[src/rtl/cpu_axi_pkg.sv]
// Shared types and constants for the CPU-to-AXI bridge and its helpers.
package cpu_axi_pkg;

  // Bridge transaction sequencer states
  typedef enum logic [2:0] {
    IDLE,
    RD_AR,
    RD_R,
    WR_AW_W,
    WR_B,
    DONE
  } state_t;

  // Which core port owns the outstanding transaction
  typedef enum logic {
    SRC_INST = 1'b0,
    SRC_DATA = 1'b1
  } src_t;

  localparam logic [1:0] BURST_INCR  = 2'b01;
  localparam logic [3:0] ID_INST_DEF = 4'd0;
  localparam logic [3:0] ID_DATA_DEF = 4'd1;

  // SRAM-like size encodings (log2 of the byte count)
  localparam logic [1:0] SIZE_BYTE = 2'd0;
  localparam logic [1:0] SIZE_HALF = 2'd1;
  localparam logic [1:0] SIZE_WORD = 2'd2;

endpackage

[src/rtl/axi_strb_gen.sv]
// Combinational byte-lane strobe generator for 32-bit single-beat writes.
// Also used by the cache write path, so keep it free of bridge state.
module axi_strb_gen
  import cpu_axi_pkg::*;
(
  input  logic [1:0] size,
  input  logic [1:0] addr_lo,
  output logic [3:0] strb
);

  // Shift a size-shaped lane mask to the addressed byte; words always use all lanes
  always_comb begin
    strb = 4'b1111;
    case (size)
      SIZE_BYTE: strb = 4'b0001 << addr_lo;
      SIZE_HALF: strb = 4'b0011 << addr_lo;
      default:   strb = 4'b1111;
    endcase
  end

endmodule

[src/rtl/cpu_axi_bridge.sv]
// Bridges the core's instruction and data SRAM-like ports onto one AXI3
// master. One single-beat transaction in flight; data beats inst in arbitration.
module cpu_axi_bridge
  import cpu_axi_pkg::*;
#(
  parameter logic [3:0] ID_INST = ID_INST_DEF,
  parameter logic [3:0] ID_DATA = ID_DATA_DEF
) (
  input  logic        clk,
  input  logic        rst,
  // instruction port
  input  logic        inst_req,
  input  logic        inst_wr,
  input  logic [1:0]  inst_size,
  input  logic [31:0] inst_addr,
  input  logic [31:0] inst_wdata,
  output logic        inst_addr_ok,
  output logic        inst_data_ok,
  output logic [31:0] inst_rdata,
  // data port
  input  logic        data_req,
  input  logic        data_wr,
  input  logic [1:0]  data_size,
  input  logic [31:0] data_addr,
  input  logic [31:0] data_wdata,
  output logic        data_addr_ok,
  output logic        data_data_ok,
  output logic [31:0] data_rdata,
  // AXI read address
  output logic [3:0]  arid,
  output logic [31:0] araddr,
  output logic [3:0]  arlen,
  output logic [2:0]  arsize,
  output logic [1:0]  arburst,
  output logic [1:0]  arlock,
  output logic [3:0]  arcache,
  output logic [2:0]  arprot,
  output logic        arvalid,
  input  logic        arready,
  // AXI read data
  input  logic [3:0]  rid,
  input  logic [31:0] rdata,
  input  logic [1:0]  rresp,
  input  logic        rlast,
  input  logic        rvalid,
  output logic        rready,
  // AXI write address
  output logic [3:0]  awid,
  output logic [31:0] awaddr,
  output logic [3:0]  awlen,
  output logic [2:0]  awsize,
  output logic [1:0]  awburst,
  output logic [1:0]  awlock,
  output logic [3:0]  awcache,
  output logic [2:0]  awprot,
  output logic        awvalid,
  input  logic        awready,
  // AXI write data
  output logic [3:0]  wid,
  output logic [31:0] wdata,
  output logic [3:0]  wstrb,
  output logic        wlast,
  output logic        wvalid,
  input  logic        wready,
  // AXI write response
  input  logic [3:0]  bid,
  input  logic [1:0]  bresp,
  input  logic        bvalid,
  output logic        bready
);

  state_t      state_reg, state_next;
  src_t        src_reg;
  logic        wr_reg;
  logic [1:0]  size_reg;
  logic [31:0] addr_reg;
  logic [31:0] wdata_reg;
  logic [31:0] rdata_reg;
  logic        aw_done_reg;
  logic        w_done_reg;

  // Responses are not checked and fetches never write; fold them away
  logic unused_inputs;
  assign unused_inputs = ^{inst_wr, inst_wdata, rid, rresp, rlast, bid, bresp};

  // State register
  always_ff @(posedge clk) begin
    if (rst) state_reg <= IDLE;
    else     state_reg <= state_next;
  end

  // Capture the winning request in IDLE; data port has priority
  always_ff @(posedge clk) begin
    if (rst) begin
      src_reg   <= SRC_INST;
      wr_reg    <= 1'b0;
      size_reg  <= SIZE_BYTE;
      addr_reg  <= '0;
      wdata_reg <= '0;
    end else if (state_reg == IDLE) begin
      if (data_req) begin
        src_reg   <= SRC_DATA;
        wr_reg    <= data_wr;
        size_reg  <= data_size;
        addr_reg  <= data_addr;
        wdata_reg <= data_wdata;
      end else if (inst_req) begin
        src_reg   <= SRC_INST;
        wr_reg    <= 1'b0;
        size_reg  <= inst_size;
        addr_reg  <= inst_addr;
      end
    end
  end

  // Hold returned read data for the DONE pulse and afterwards
  always_ff @(posedge clk) begin
    if (rst)                                rdata_reg <= '0;
    else if (state_reg == RD_R && rvalid)   rdata_reg <= rdata;
  end

  // AW and W channels complete independently; remember which already handshook
  always_ff @(posedge clk) begin
    if (rst || state_reg != WR_AW_W) begin
      aw_done_reg <= 1'b0;
      w_done_reg  <= 1'b0;
    end else begin
      if (awvalid && awready) aw_done_reg <= 1'b1;
      if (wvalid && wready)   w_done_reg  <= 1'b1;
    end
  end

  // Next-state logic and per-state handshake outputs
  always_comb begin
    state_next   = state_reg;
    inst_addr_ok = 1'b0;
    data_addr_ok = 1'b0;
    inst_data_ok = 1'b0;
    data_data_ok = 1'b0;
    arvalid      = 1'b0;
    rready       = 1'b0;
    awvalid      = 1'b0;
    wvalid       = 1'b0;
    bready       = 1'b0;
    case (state_reg)
      IDLE: begin
        if (data_req) begin
          data_addr_ok = 1'b1;
          state_next   = data_wr ? WR_AW_W : RD_AR;
        end else if (inst_req) begin
          inst_addr_ok = 1'b1;
          state_next   = RD_AR;
        end
      end
      RD_AR: begin
        arvalid = 1'b1;
        if (arready) state_next = RD_R;
      end
      RD_R: begin
        rready = 1'b1;
        if (rvalid) state_next = DONE;
      end
      WR_AW_W: begin
        awvalid = !aw_done_reg;
        wvalid  = !w_done_reg;
        if ((aw_done_reg || awready) && (w_done_reg || wready)) state_next = WR_B;
      end
      WR_B: begin
        bready = 1'b1;
        if (bvalid) state_next = DONE;
      end
      DONE: begin
        inst_data_ok = (src_reg == SRC_INST);
        data_data_ok = (src_reg == SRC_DATA);
        state_next   = IDLE;
      end
      default: state_next = IDLE;
    endcase
  end

  axi_strb_gen u_strb (
    .size    (size_reg),
    .addr_lo (addr_reg[1:0]),
    .strb    (wstrb)
  );

  assign arid    = (src_reg == SRC_DATA) ? ID_DATA : ID_INST;
  assign araddr  = addr_reg;
  assign arlen   = 4'd0;
  assign arsize  = {1'b0, size_reg};
  assign arburst = BURST_INCR;
  assign arlock  = 2'd0;
  assign arcache = 4'd0;
  assign arprot  = 3'd0;

  assign awid    = ID_DATA;
  assign awaddr  = addr_reg;
  assign awlen   = 4'd0;
  assign awsize  = {1'b0, size_reg};
  assign awburst = BURST_INCR;
  assign awlock  = 2'd0;
  assign awcache = 4'd0;
  assign awprot  = 3'd0;

  assign wid     = ID_DATA;
  assign wdata   = wdata_reg;
  assign wlast   = 1'b1;

  assign inst_rdata = rdata_reg;
  assign data_rdata = rdata_reg;

endmodule

[config.mk]
export PLATFORM = sky130hd
export DESIGN_NAME = cpu_axi_bridge
export DESIGN_NICKNAME = d
export VERILOG_FILES = /design/src/rtl/cpu_axi_pkg.sv /design/src/rtl/axi_strb_gen.sv /design/src/rtl/cpu_axi_bridge.sv
export SDC_FILE = /design/constraint.sdc
export NUM_CORES = 1
export LEC_CHECK = 0
export CAP_MARGIN = 20
export CORE_AREA = 2 2 161 163
export DETAILED_ROUTE_END_ITERATION = 16
export DIE_AREA = 0 0 163 165
export PLACE_DENSITY = 0.6
export SETUP_SLACK_MARGIN = 0.2
export SLEW_MARGIN = 15
export SYNTH_ARGS = -nofsm -noshare
export SYNTH_HDL_FRONTEND = slang
export SYNTH_SLANG_ARGS = --single-unit
[constraint.sdc]
create_clock -name clk -period 1.5 [get_ports clk]
set_input_delay 0.225 -clock clk [delete_from_list [all_inputs] [get_ports clk]]
set_output_delay 0.225 -clock clk [all_outputs]
set_load 0.02 [all_outputs]
# [After elaboration in Yosys (flattened, before gate mapping)]
# Index checks and enable logic that the tools add are counted.
[word_totals] output_inout_bits=222 reg_bits=104 inputBits=188 elab_cells=66
[classes] reduce_logical=15 shifts=2 n_mux=28 bitwise=1 eq_ne=12
[ops] operator="32-bit two-way mux" count=2
[ops] operator="3-bit two-way mux" count=6
[ops] operator="1-bit two-way mux" count=15
[ops] operator="3-bit one-hot mux with 5 select lines" count=1
[ops] operator="2-bit != test (second input constant)" count=4
[ops] operator="4-bit one-hot mux with 2 select lines" count=1
[ops] operator="3-bit by 2-bit == test with 1-bit output (second input constant)" count=2
[ops] operator="3-bit == test (second input constant)" count=2
[ops] operator="2-bit two-way mux" count=3
[ops] operator="5-bit AND reduction" count=1
[ops] operator="1-bit logical AND" count=4
[ops] operator="2-bit AND reduction" count=2
[ops] operator="1-bit by 2-bit left shift with 4-bit output (first input constant)" count=1
[ops] operator="2-bit by 2-bit left shift with 4-bit output (first input constant)" count=1
[ops] operator="3-bit by 1-bit == test with 1-bit output (second input constant)" count=1
[ops] operator="3-bit zero test" count=1
[ops] operator="1-bit logical OR" count=3
[ops] operator="3-bit by 2-bit != test with 1-bit output (second input constant)" count=1
[ops] operator="3-bit != test (second input constant)" count=1
[ops] operator="2-bit by 1-bit == test with 1-bit output (second input constant)" count=1
[ops] operator="1-bit zero test" count=2
[ops] operator="2-bit zero test" count=1
[ops] operator="2-bit nonzero test" count=1
[ops] operator="1-bit NOT" count=1

# [Longest topological paths before layout]
# Gate-level depths: netlist of run 1.
[depth] word_depth=4 ltp_mapped=6

# [Modules after synthesis]
# A second synthesis of run 1 with hierarchy kept.
[hier_totals] hier_cells=601 area_unflattened_um2=5137.4
[modules_own_cells] module="cpu_axi_bridge" cells_per_inst=593 instances=1 area_per_inst_um2=5086.1 seq_area_each_um2=2082.0
[modules_own_cells] module="axi_strb_gen" cells_per_inst=8 instances=1 area_per_inst_um2=51.3 seq_area_each_um2=0.0

# [Worst setup path before layout of run 1]
# No wires, ideal clock.
[synth_timing] path_type="reg2out" startpoint="reg state_reg[0]" endpoint="out awvalid" required_ns=1.275 slack_ns=0.165 path_buffers=1 arrival_ns=1.110 path_stages_with_launch=4 path_cell_list="dfxtp_1 clkbuf_1 nand2_1 nor2_1"
[synth_via] elab_chain_cells=2
[synth_rtl] element="start, declared" line_no="cpu_axi_bridge.sv:72" source="state_t state_reg, state_next;"
[synth_rtl] element="start signal, assigned" line_no="cpu_axi_bridge.sv:89" source="else state_reg <= state_next;"
[synth_rtl] element="3-bit by 2-bit == test with 1-bit output" line_no="cpu_axi_bridge.sv:145" source="case (state_reg)"
[synth_rtl] element="1-bit two-way mux" line_no="cpu_axi_bridge.sv:145"
[synth_rtl] element="end, declared" line_no="cpu_axi_bridge.sv:56" source="output logic awvalid,"
# Every way passes these cells.

# [Final worst setup path of run 1]
[layout_timing] startpoint="reg state_reg[0]" endpoint="out inst_addr_ok"
[layout_via] elab_chain_cells=2
[layout_rtl] element="3-bit zero test" line_no="cpu_axi_bridge.sv:145"
[layout_rtl] element="1-bit two-way mux" line_no="cpu_axi_bridge.sv:145"
[layout_rtl] element="end, declared" line_no="cpu_axi_bridge.sv:17" source="output logic inst_addr_ok,"
# Every way passes these cells.

==> results of run 1 <==
==> layer usage <==
| layer | vias to the layer above | track usage, % |
|---|---|---|
| li1 | 2462 | - |
| met1 | 2424 | 17.29 |
| met2 | 162 | 25.65 |
| met3 | 16 | 3.415 |
| met4 | 0 | 4.143 |
| met5 | - | 0 |
==> Yosys cell counts <==
cell                       count
sky130_fd_sc_hd__buf_2         8
sky130_fd_sc_hd__inv_1         2
sky130_fd_sc_hd__conb_1        2
sky130_fd_sc_hd__nor2_1       46
sky130_fd_sc_hd__buf_6         3
sky130_fd_sc_hd__nor2b_1       3
sky130_fd_sc_hd__o21a_2        1
sky130_fd_sc_hd__o211ai_1      1
sky130_fd_sc_hd__o41ai_1       1
sky130_fd_sc_hd__nor3_4        1
sky130_fd_sc_hd__mux2i_1      35
sky130_fd_sc_hd__clkbuf_1     15
sky130_fd_sc_hd__nor2_2        1
sky130_fd_sc_hd__or2_1         1
sky130_fd_sc_hd__nand2_1     135
sky130_fd_sc_hd__a21oi_1      67
sky130_fd_sc_hd__and3b_1       1
sky130_fd_sc_hd__a32oi_1       1
sky130_fd_sc_hd__buf_4       120
sky130_fd_sc_hd__nand2_2       1
sky130_fd_sc_hd__and2_1        1
sky130_fd_sc_hd__a211oi_2     26
sky130_fd_sc_hd__a211oi_1      9
sky130_fd_sc_hd__o21bai_1      2
sky130_fd_sc_hd__a21boi_0      1
sky130_fd_sc_hd__and3_1        1
sky130_fd_sc_hd__o21ai_0       3
sky130_fd_sc_hd__nand3b_1      1
sky130_fd_sc_hd__dfxtp_1     104
sky130_fd_sc_hd__clkbuf_4      2
sky130_fd_sc_hd__inv_2         1
sky130_fd_sc_hd__nand2b_1      4
sky130_fd_sc_hd__nor3_1        2
==> how the worst min path moves through the flow <==
stage,from,end,depth (start not counted)
floorplan,rdata[10],data_rdata[10],2
global placement,wdata[13],wdata[13],2
detailed placement,wdata[29],wdata[29],2
CTS,rst,size_reg[0],2
global route,rst,state_reg[2],2
finish,rst,size_reg[1],2
==> repair_timing <==
item                       4_1_cts  5_1_grt
setup endpoints to repair      279      222
setup buffers                   36        5
gates resized for setup        522      206
pin swaps                       30       19
cloned                          15        1
==> final cells by class <==
type | instances | area, µm²
fillers | 2566 | 15350
repair buffers | 405 | 4185
multi-input cells | 389 | 2671
flip-flops and latches | 104 | 2125
well taps | 330 | 412.9
clock buffers | 10 | 239.0
clock inverters | 6 | 42.54
inverters | 3 | 13.76
==> cell families (layout without fill, tap and decap cells) <==
family | after synthesis | count (layout) | share of synthesized area (%)
buf+inv | 151 | 424 | 20.76
mux | 35 | 35 | 6.878
other cells | 2 | 44 | 0.1474
flops | 104 | 104 | 40.87
compound gates | 112 | 112 | 15.70
simple gates | 198 | 198 | 15.65
==> power breakdown <==
group	switching (mW)	total [mW]	internal, mW	leakage [nW]
registers	0.545	3.87	3.33	0.862
clock network	1.12	2.30	1.18	0.135
logic	3.89	8.01	4.12	3.04
==> run summary, run 1 <==
ROUTE
------------------------------------------------------------------------------------------------------
Routed wl met2 ..........................................................................     10.72 mm
DRT iter0 DRCs ..........................................................................          138
Detail-routed net length per standard cell ..............................................     16.36 µm
Final Routed Wirelength .................................................................     20.40 mm
Average via count per standard cell .....................................................        4.061
Number of remaining DRC errors ..........................................................            0
Metal-1 WL ..............................................................................     8.266 mm
Antenna violation net count after detailed routing ......................................            0
Top routing layer used ..................................................................         met4
Routed wire length on met3 ..............................................................     1.128 mm
Number of iterations in the first detailed-routing pass .................................            4
Vias after detailed routing .............................................................        5,064

SETUP PATH
------------------------------------------------------------------------------------------------------
R2R Setup Slk ...........................................................................       -80 ps
Worst setup endpoint .................................................................... inst_addr_ok
Crit path from .......................................................................... state_reg[0]
Critical path's slowest cell ............................................................ sky130_fd_sc_hd__dfxtp_4
Critical-path cell list ................................................................. nor3_4 > buf_12 > and3b_1 > buf_6
Critical path capture point type ........................................................  output port
R2R depth ...............................................................................            8
Required time reported for the critical path endpoint ...................................      1270 ps
Delay-heaviest family, CP ............................................................... simple AND/OR/NAND/NOR gates
CP bufs+invs ............................................................................            2
Critical setup path kind ................................................................   reg -> out
Worst R2R End ........................................................................... data_rdata[28]
Maximum single-stage delay on the critical path .........................................       360 ps
Startpoint types ........................................................................     register
Startpoint of the worst-slack reg-to-reg timing path .................................... state_reg[0]
Worst Path Max Fanout ...................................................................            4
Logic depth of the worst setup path including buffers ...................................            4
Arrival time worst endpoint .............................................................      1370 ps

STA
------------------------------------------------------------------------------------------------------
Clock period minus worst slack ..........................................................      1591 ps
RSZ-0062 raised after global routing ....................................................         true
Worst hold margin .......................................................................     200.1 ps
Number of pins exceeding their max-slew limit in the final report .......................            0
Final Cycle Share .......................................................................       106.1%
Number of failing setup endpoints in the final timing report ............................           34
Worst setup slack after layout ..........................................................    -90.92 ps
Accumulated negative setup slack ........................................................     -1150 ps
Achievable Freq .........................................................................   0.6286 GHz
Worst clock skew ........................................................................     6.157 ps
Final hold viol count ...................................................................            0

LAYOUT
------------------------------------------------------------------------------------------------------
Total inserted antenna cells ............................................................            0
NumNets Final ...........................................................................        1,100
Final Non-Filler Cells ..................................................................        1,247
Final standard cell utilization of the core .............................................       38.70%
Most common library cell in the layout ignoring fill and taps ........................... sky130_fd_sc_hd__clkdlybuf4s50_1
Commonest non-fill, non-tap cells in the layout ......................................... 139 x sky130_fd_sc_hd__clkdlybuf4s50_1, 104 x sky130_fd_sc_hd__nand2_1, 84 x sky130_fd_sc_hd__dfxtp_1, 60 x sky130_fd_sc_hd__clkbuf_2, 44 x sky130_fd_sc_hd__conb_1
Share of cells above drive strength 1 ...................................................       43.08%
Synth-to-Final Area Change ..............................................................       90.22%
Area of all placed cells without fillers ................................................ 0.009689 mm²

POWER AND IR DROP
------------------------------------------------------------------------------------------------------
Total power consumption of the routed design ............................................     14.17 mW
Leakage power summed over all cells .....................................................     4.035 nW
Highest ir drop seen on vdd .............................................................    0.6126 mV
Pwr/cell area ...........................................................................  1463 mW/mm²

SYNTH
------------------------------------------------------------------------------------------------------
Synthesized cell area ................................................................... 0.005094 mm²
Synth Instances .........................................................................          602
Post-Synthesis Mean Instance Area .......................................................    8.461 µm²
Count of warnings emitted by yosys ......................................................            0
Synth area leader ....................................................................... sky130_fd_sc_hd__dfxtp_1
Unique cell type count in the Yosys netlist .............................................           33
Ranking of synthesized cells by area .................................................... sky130_fd_sc_hd__dfxtp_1 41%, sky130_fd_sc_hd__buf_4 18%, sky130_fd_sc_hd__nand2_1 9.9%, sky130_fd_sc_hd__mux2i_1 6.9%, sky130_fd_sc_hd__a21oi_1 6.6%
Share of the synthesized area in the top cell type ......................................       40.87%
Sequential cell area fraction in the yosys report .......................................       40.87%
Synthesis-stage register bit count ......................................................          104

GLOBAL ROUTING
------------------------------------------------------------------------------------------------------
Wire length of the first global-routing pass ............................................     29.33 mm
Overall fraction of global-route tracks in use ..........................................       14.43%
Number of antenna violations at the first check in global routing .......................            0
Maximum number of pins on one net before global-route repair ............................           36
Total grt overflow ......................................................................            0
Number of global-route vias before repair ...............................................        4,883

WORST HOLD PATH
------------------------------------------------------------------------------------------------------
Class of the worst hold path ............................................................    in -> reg

CLOCKING
------------------------------------------------------------------------------------------------------
Maximum clock insertion buffer count ....................................................            2
CTS H-tree lvls .........................................................................            3
Buffer type at the clock tree root ...................................................... sky130_fd_sc_hd__clkbuf_16
Clock latency of the later-clocked register in the worst-skew pair ......................       350 ps
Clock tree from TritonCTS ...............................................................        built
Hold_buf cts ............................................................................            0
Clock transition at the register clock pins on the worst setup and hold paths after CTS .        70 ps
TritonCTS Buffers .......................................................................            9
Clock tree sinks ........................................................................          104

DIE
------------------------------------------------------------------------------------------------------
Starting density of the core ............................................................       20.34%
Std cell rows ...........................................................................           58
Number of ports placed on the die boundary ..............................................          410
Horiz. Die Dim ..........................................................................       163 µm
Placeable Area ..........................................................................  0.02504 mm²
Overall die area ........................................................................  0.02690 mm²
Y dimension of the die ..................................................................       165 µm

PLACEMENT
------------------------------------------------------------------------------------------------------
Port Buf Inserts ........................................................................          319
Post-Place Cells ........................................................................        1,174
Worst slack after detailed placement ....................................................    -301.4 ps
Placed instance area .................................................................... 0.008112 mm²
Final weighted congestion in routability-driven placement ...............................       0.7533
Post-detail-place hpwl ..................................................................     13.48 mm

STATUS
------------------------------------------------------------------------------------------------------
Status .................................................................................. finished with violations
Failing checks .......................................................................... setup timing

RUN
------------------------------------------------------------------------------------------------------
Maximum Capacitance Violations ..........................................................            0

(Power assumes the default switching activity.)
==> run 2, diff against run 1 <==
Settings changed: CTS_CLUSTER_DIAMETER set to 80.
==> results of run 2 <==
Final layout, timing and power as in run 1 (identical DEF).
